**src/rtl/edge_threshold_counter.sv**
```systemverilog
`default_nettype none
// ============================================================================
// Module   : edge_threshold_counter
// Purpose  : Thresholds a stream of convolution-magnitude pixels into 1-bit
//            edge flags (valid/ready in, valid/ready out, 1-cycle latency)
//            and reports the number of edge pixels in each completed frame.
// Ports    : clk, rst            - clock, synchronous active-high reset
//            en                  - permits the start of a new frame
//            threshold [W]       - edge threshold, captured at frame start
//            x_valid/x_ready/x_data [W]  - pixel input stream
//            y_valid/y_ready/y_data/y_last - edge-flag output stream
//            frame_edge_count    - edge total of the last completed frame
//            frame_done          - one-cycle pulse when the total updates
// Config   : EDGE_THRESHOLD_ABS_EN - when defined, x_data is signed and the
//            magnitude |x_data| is thresholded; otherwise x_data is unsigned.
// Revision : 1.0 - initial release
// ============================================================================
module edge_threshold_counter #(
    parameter int IMG_WIDTH  = 320,
    parameter int IMG_HEIGHT = 240,
    parameter int W          = 8
) (
    input  logic                                       clk,
    input  logic                                       rst,
    input  logic                                       en,
    input  logic [W-1:0]                               threshold,
    input  logic                                       x_valid,
    output logic                                       x_ready,
    input  logic [W-1:0]                               x_data,
    output logic                                       y_valid,
    input  logic                                       y_ready,
    output logic                                       y_data,
    output logic                                       y_last,
    output logic [$clog2(IMG_WIDTH*IMG_HEIGHT+1)-1:0]  frame_edge_count,
    output logic                                       frame_done
);

    localparam int CW = $clog2(IMG_WIDTH * IMG_HEIGHT + 1);
    localparam int XW = (IMG_WIDTH  > 1) ? $clog2(IMG_WIDTH)  : 1;
    localparam int YW = (IMG_HEIGHT > 1) ? $clog2(IMG_HEIGHT) : 1;

    typedef enum logic [0:0] {
        IDLE   = 1'b0,
        ACTIVE = 1'b1
    } state_t;

    state_t         state_q;
    logic [XW-1:0]  x_pos_q;
    logic [YW-1:0]  y_pos_q;
    logic [CW-1:0]  cnt_q;
    logic [CW-1:0]  cnt_d;
    logic [W-1:0]   thr_q;
    logic           y_valid_q;
    logic           y_data_q;
    logic           y_last_q;
    logic [CW-1:0]  frame_edge_count_q;
    logic           frame_done_q;

    logic           ready_w;
    logic           accept_w;
    logic [W-1:0]   mag_w;
    logic [W-1:0]   thr_eff_w;
    logic           is_edge_w;
    logic           x_last_w;
    logic           is_last_w;

    // The output register can take a new pixel when it is empty or being
    // drained this cycle; a new frame may only start while en is high.
    assign ready_w  = ~rst & (y_ready | ~y_valid_q) & ((state_q == ACTIVE) | en);
    assign accept_w = x_valid & ready_w;

`ifdef EDGE_THRESHOLD_ABS_EN
    // Two's-complement negate kept at W bits: the most negative value maps
    // onto 2^(W-1), which is representable as unsigned.
    assign mag_w = x_data[W-1] ? (~x_data + {{(W-1){1'b0}}, 1'b1}) : x_data;
`else
    assign mag_w = x_data;
`endif

    // The first pixel of a frame is compared against the threshold being
    // captured on that same edge, not the stale thr_q.
    assign thr_eff_w = (state_q == IDLE) ? threshold : thr_q;
    assign is_edge_w = (mag_w >= thr_eff_w);

    assign x_last_w  = (x_pos_q == XW'(IMG_WIDTH - 1));
    assign is_last_w = x_last_w & (y_pos_q == YW'(IMG_HEIGHT - 1));

    assign cnt_d = cnt_q + {{(CW-1){1'b0}}, is_edge_w};

    always_ff @(posedge clk) begin
        if (rst) begin
            state_q            <= IDLE;
            x_pos_q            <= '0;
            y_pos_q            <= '0;
            cnt_q              <= '0;
            thr_q              <= '0;
            y_valid_q          <= 1'b0;
            y_data_q           <= 1'b0;
            y_last_q           <= 1'b0;
            frame_edge_count_q <= '0;
            frame_done_q       <= 1'b0;
        end else begin
            frame_done_q <= 1'b0;
            if (accept_w) begin
                y_valid_q <= 1'b1;
                y_data_q  <= is_edge_w;
                y_last_q  <= is_last_w;
                if (state_q == IDLE) begin
                    thr_q <= threshold;
                end
                if (is_last_w) begin
                    x_pos_q            <= '0;
                    y_pos_q            <= '0;
                    cnt_q              <= '0;
                    frame_edge_count_q <= cnt_d;
                    frame_done_q       <= 1'b1;
                    state_q            <= IDLE;
                end else begin
                    if (x_last_w) begin
                        x_pos_q <= '0;
                        y_pos_q <= y_pos_q + YW'(1);
                    end else begin
                        x_pos_q <= x_pos_q + XW'(1);
                    end
                    cnt_q   <= cnt_d;
                    state_q <= ACTIVE;
                end
            end else if (y_ready) begin
                y_valid_q <= 1'b0;
            end
        end
    end

    assign x_ready          = ready_w;
    assign y_valid          = y_valid_q;
    assign y_data           = y_data_q;
    assign y_last           = y_last_q;
    assign frame_edge_count = frame_edge_count_q;
    assign frame_done       = frame_done_q;

endmodule
`default_nettype wire

```
**config.mk**
```make
export PLATFORM = sky130hd
export DESIGN_NAME = edge_threshold_counter
export DESIGN_NICKNAME = d
export VERILOG_FILES = /design/src/rtl/edge_threshold_counter.sv
export SDC_FILE = /design/constraint.sdc
export NUM_CORES = 1
export LEC_CHECK = 0
export ABC_AREA = 1
export BUFFER_PORTS_ARGS = -buffer_cell sky130_fd_sc_hd__buf_2
export CORE_UTILIZATION = 50
export CTS_CLUSTER_DIAMETER = 100
export DETAILED_ROUTE_END_ITERATION = 16
export GPL_TIMING_DRIVEN = 0
export HOLD_SLACK_MARGIN = 0.08
export PLACE_DENSITY_LB_ADDON = 0.25
export SYNTH_ARGS = -nofsm -noshare
export SYNTH_HDL_FRONTEND = slang
export SYNTH_SLANG_ARGS = --single-unit
```
**constraint.sdc**
```tcl
create_clock -name clk -period 2.7 [get_ports clk]
set_input_delay 0.135 -clock clk [delete_from_list [all_inputs] [get_ports clk]]
set_output_delay 0.135 -clock clk [all_outputs]
set_load 0.1 [all_outputs]
```
After elaboration in Yosys (flattened, before gate mapping)
Index checks and enable logic that the tools add are counted.
{"block": "totals", "input_bits": 21, "mem_count": 0, "output_inout_bits": 22, "word_cells": 40, "ram_bits": 0, "regBits": 64, "rom_bits": 0, "latchBits": 0}
{"block": "op_classes", "mux": 10, "shifts": 0, "div_mod_pow": 0, "multipliers": 0, "reduce_logical": 5, "n_bitwise": 9, "addsub": 3, "n_eq_ne": 2, "n_lt_le_gt_ge": 1}
{"op": "two-way mux 8 bit", "n": 3}
{"op": "two-way mux 9 bit", "n": 2}
{"op": "adder 17 x 1 -> 17 bit", "n": 1}
{"op": "two-way mux 17 bit", "n": 1}
{"op": "adder 9 x 1 -> 9 bit, second input constant", "n": 1}
{"op": "== test 9 bit, second input constant", "n": 1}
{"op": "adder 8 x 1 -> 8 bit, second input constant", "n": 1}
{"op": "== test 8 bit, second input constant", "n": 1}
{"op": ">= comparator 8 bit", "n": 1}
{"op": "AND 1 bit", "n": 4}
{"op": "two-way mux 1 bit", "n": 4}
{"op": "AND reduction 2 bit", "n": 2}
{"op": "nonzero test 2 bit", "n": 2}
{"op": "NOT 1 bit", "n": 3}
{"op": "OR 1 bit", "n": 2}
{"op": "OR reduction 2 bit", "n": 1}

Depth between registers and ports, before layout
{"block": "depth", "ltp_word": 7, "ltp_mapped": 20, "ltp_nobuf": 19}

Worst setup path after synthesis
OpenSTA, ideal clock, no wires.
{"block": "synth_timing", "kind": "register to register", "from": "register state_q", "to": "register cnt_q[16]", "required_time_ns": 2.568, "t_arrival_ns": 2.540, "setup_slack_ns": 0.028, "path_buffers": 2, "setup_ns": 0.132, "synth_period_minus_slack_ns": 2.672, "path_stages_with_launch": 18, "path_cell_list": "dfxtp_1 buf_4 clkbuf_1 o21ai_0 ha_1 nand2_1 o21ai_0 nand2_1 nand3_1 ha_1 ha_1 nand2_1 nor2_1 nand2_1 o21ai_0 nand2_1 nand2_1 a21oi_1"}
{"block": "synth_via", "elab_chain_cells": 4, "word_cells_on_any_way": 7, "classes_between": "add/sub: 1; order compare: 1; mux: 2; bitwise: 3"}
{"element": "start, declared", "line_no": "47", "rtl": "state_t state_q;"}
{"element": "start signal, assigned", "line_no": "92", "rtl": "state_q <= IDLE;"}
{"element": "start signal, assigned", "line_no": "117", "rtl": "state_q <= IDLE;"}
{"element": "start signal, assigned", "line_no": "126", "rtl": "state_q <= ACTIVE;"}
{"element": "two-way mux 8 bit"}
{"element": ">= comparator 8 bit", "line_no": "83", "rtl": "assign is_edge_w = (mag_w >= thr_eff_w);"}
{"element": "net is_edge_w", "line_no": "63", "rtl": "logic is_edge_w;"}
{"element": "adder 17 x 1 -> 17 bit", "line_no": "88", "rtl": "assign cnt_d = cnt_q + {{(CW-1){1'b0}}, is_edge_w};"}
{"element": "two-way mux 17 bit", "line_no": "111", "rtl": "if (is_last_w) begin"}
{"element": "end signal, assigned", "line_no": "125", "rtl": "cnt_q <= cnt_d;"}
{"element": "end, declared", "line_no": "50", "rtl": "logic [CW-1:0] cnt_q;"}
The timed path passes the listed nets, and every way through them passes these cells.
A chain may end at the register's enable or synchronous reset.

Worst setup path in the final report
{"block": "layout_timing", "from": "register state_q", "to": "register cnt_q[10]"}
The elaborated chain is that of the path after synthesis.

==> impl_results.md <==
* Status: completed
* Max incr delay on CP at 0.31 ns
* Worst clock skew at around 0.0092 ns
* Most frequent cells in the layout: 166 x nand2_1, 64 x dfxtp_1, 46 x buf_2
* Final worst path period share at 94.1%
* Max-cap violation count at 0
* R2R Setup Slk at 0.16 ns
* Util after Layout at 63.8%
* DP Area at 0.00361 mm^2
* Synthesized Nets at 515
* Req. time, crit path at 2.96 ns
* Vias in the first global route at ~2.9k
* GRT Total Usage at 22.5%
* Sequential area share after synthesis at 38.8%
* Antenna violations before repair at 0
* IO buf count at 42
* Mapped cell area at 0.00330 mm^2
* Synthesis-stage register bit count at 64
* Largest net degree at the start of global routing at 12
* Relative slew slack at 66.7%
* PwrDens at 528 mW/mm^2
* Unrepaired setup endpoints after global routing: yes
* Worst Setup End Kind: register
* Router iterations before antenna repair at 5
* # nets final at 575
* Vias/cell at 5.07
* Adder-cell share of the synthesized area at about 4.6%
* Post-route DRC violation count at 0
* First-pass GRT wire length at roughly 13000 um
* Power, Total at between 2 and 2.5 mW
* Worst VDD drop at 400 uV
* Pre-CTS setup slack at -0.466 ns
* Die width at 83.2 um
* Antenna Nets Post-Route at 0
* Final Instance Area at 0.00405 mm^2
* Least-Margin Pin Slew at 0.499 ns
* Setup TNS at 0 ns
* Worst min path class: in2reg
* Row cnt at 29
* Max Fclk at 394 MHz
* Commonest non-fill, non-tap cell in the layout: nand2_1
* Internal power at roughly 1.6 mW
* Final worst setup slack at 0.160 ns
* Pleak at 1.77 nW
* GR Overflow Total at 0
* Clk slew on worst S/H paths at 0.06 ns
* Sink Count at 64
* Netlist cell types at 26
* Boundary Pins at 43
* Post-DP HPWL at 5260 um
* Worst path cell trace: buf_6 -> buf_4 -> o21ai_4 -> ha_4 -> nand2_1 -> inv_1 -> nor2_1 -> o21a_1 -> nand3_2 -> ha_4 -> ha_4 -> nand2_4 -> nor2_4 -> nand2_1 -> xor2_2 -> nand2_1 -> a21oi_1
* Mux cell area share after synthesis at 0%
* Final Max Tran Viols at 0
* WS Path Type: reg2reg
* Period minus WS final at 2.54 ns
* Setup violations, final at 0
* Syn_area_per_cell at 6.85 um^2
* Via count at between 3k and 4k
* Final Hold Vio Count at 0
* Reg power frac at 45.0%
* Clock power share at 45.6%
* Largest family of logic cells by synthesized area: simple AND/OR/NAND/NOR gates
* Core ar. at 0.00635 mm^2
* Arrival time worst endpoint at 2.80 ns
* Area grow syn2layout at 22.7%
* Initial Util at 52.0%
* Post-Synth XOR/XNOR Area at 3.45%
* Clk Tree Root Cell: clkbuf_8
* Mapped Cells at 482
* Max Fanout on Critical Path at 5
* CP Launch Type: register
* Longest Clk Path Bufs at 2
* Avg WL per Cell at 11.6 um
* Post-Synth Simple-Gate Area at a little over a third
* Ant diodes at 0
* Clk_lat worst skew at between 0.3 and 0.4 ns
* Cts bufs inserted at 9
* Switching Share at 23.4%
* Routability cong. at 0.902
* Synthesis warning total at 0
* Number of DRC markers in iteration 0 at 193
* Final WL at 7270 um
* Combinational share of power at 9.4%
* Switch Pwr at 0.500 mW
* Die ar. at 0.00693 mm^2
* TritonCTS clock tree: yes
* Fillers at 557
* CP max stage cell: dfxtp_1
* H-tree depth at 3
* Share of cells above drive strength 1 at about a fifth
* Chip height at 83.2 um
* Post-synthesis compound-gate area fraction at 9.63%
## cells by family after synthesis
| family | after synthesis |
|---|---|
| flops | 64 |
| buf+inv | 62 |
| compound gates | 62 |
| xor+xnor | 13 |
| simple gates | 269 |
| fa+ha+maj | 12 |
## area by class of cell
class                   instances  area (um^2)  share of cell area [%]
repair buffers                 49          269                    6.64
multi-input cells             356         1890                    46.7
plain buffers                  16          103                    2.53
well taps                      77         96.3                    2.38
clock inverters                 6          108                    2.66
clock buffers                  10          128                    3.15
flip-flops and latches         64         1280                    31.6
inverters                      46          174                    4.30
## through the flow
stage | hold WS, ns | std cells
2_1_floorplan | 0.213 | 482
3_3_place_gp | 0.403 | 601
3_5_place_dp | 0.406 | 601
4_1_cts | 0.0937 | 620
5_1_grt | 0.121 | 624
6_report | 0.106 | 624
## layer usage
metal | vias to the layer above | GRT usage, % | part of all wire (%)
li1 | 1660 | - | -
met1 | 1429 | 28.3 | 47
met2 | 68 | 37.3 | 48
met3 | 6 | 5.86 | 4.3
met4 | 0 | 7.84 | 1.0
met5 | - | 0 | 0
## power by group through the flow
stage                     Combinational (mW)  Clock (mW)  Sequential, mW
after floorplan                        0.110           0           0.999
after global placement                 0.171           0           0.982
after detailed placement               0.175           0           0.983
after CTS                              0.183       0.993           0.961
after global routing                   0.222        1.04           0.962
final                                  0.201       0.975           0.962
## worst max-delay path: cells and delay by family, from the launching register on
| family | cells | cell delay (ns) |
|---|---|---|
| fa+ha+maj | 3 | 0.58 |
| simple gates | 7 | 0.57 |
| compound gates | 3 | 0.51 |
| buf+inv | 3 | 0.32 |
| flops | 1 | 0.31 |
| xor+xnor | 1 | 0.19 |
## cells in the mapped netlist
| library cell | number | area [um^2] |
|---|---|---|
| dfxtp_1 | 64 | 1280 |
| nand3_1 | 37 | 185 |
| a21oi_1 | 45 | 225 |
| buf_6 | 2 | 22.5 |
| nand2_4 | 1 | 11.3 |
| nor2_1 | 36 | 135 |
| clkinv_2 | 1 | 5.00 |
| inv_2 | 1 | 3.75 |
| ha_1 | 12 | 150 |
| o21a_1 | 2 | 15.0 |
| nand4_1 | 11 | 68.8 |
| nand2_2 | 1 | 6.26 |
| xnor2_1 | 3 | 26.3 |
| a211oi_1 | 1 | 7.51 |
| nand2_1 | 173 | 649 |
| nor3_4 | 2 | 32.5 |
| clkbuf_1 | 4 | 15.0 |
| or2_2 | 2 | 12.5 |
| o21ai_0 | 14 | 70.1 |
| nor2_4 | 5 | 56.3 |
| xor2_1 | 10 | 87.6 |
| buf_4 | 2 | 15.0 |
| inv_1 | 44 | 165 |
| buf_2 | 4 | 20.0 |
| buf_1 | 4 | 15.0 |
| nand3_4 | 1 | 17.5 |
## registers in the layout, indices dropped and copies added (netlist names)
register	cells
frame_edge_count	17
y_last	1
x_pos_q	9
y_valid	1
y_pos_q	8
state_q	1
y_data	1
cnt_q	17
thr_q	8
frame_done	1
## final timing paths
check                start        end  depth (start not counted)
hold / removal     y_ready    y_valid                          4
setup / recovery   state_q  cnt_q[10]                         17
hold reg to reg   thr_q[3]   thr_q[3]                          2
setup reg to reg   state_q  cnt_q[10]                         17
## repair_timing
action / in CTS / in global routing
endpoints found under the hold margin: 1 / 0
hold buffers: 1 / 0
buffers inserted: 2 / 4
pin swaps: 6 / 9
resized for setup: 22 / 21
setup endpoints to repair: 27 / 24
(Power assumes the default switching activity.)
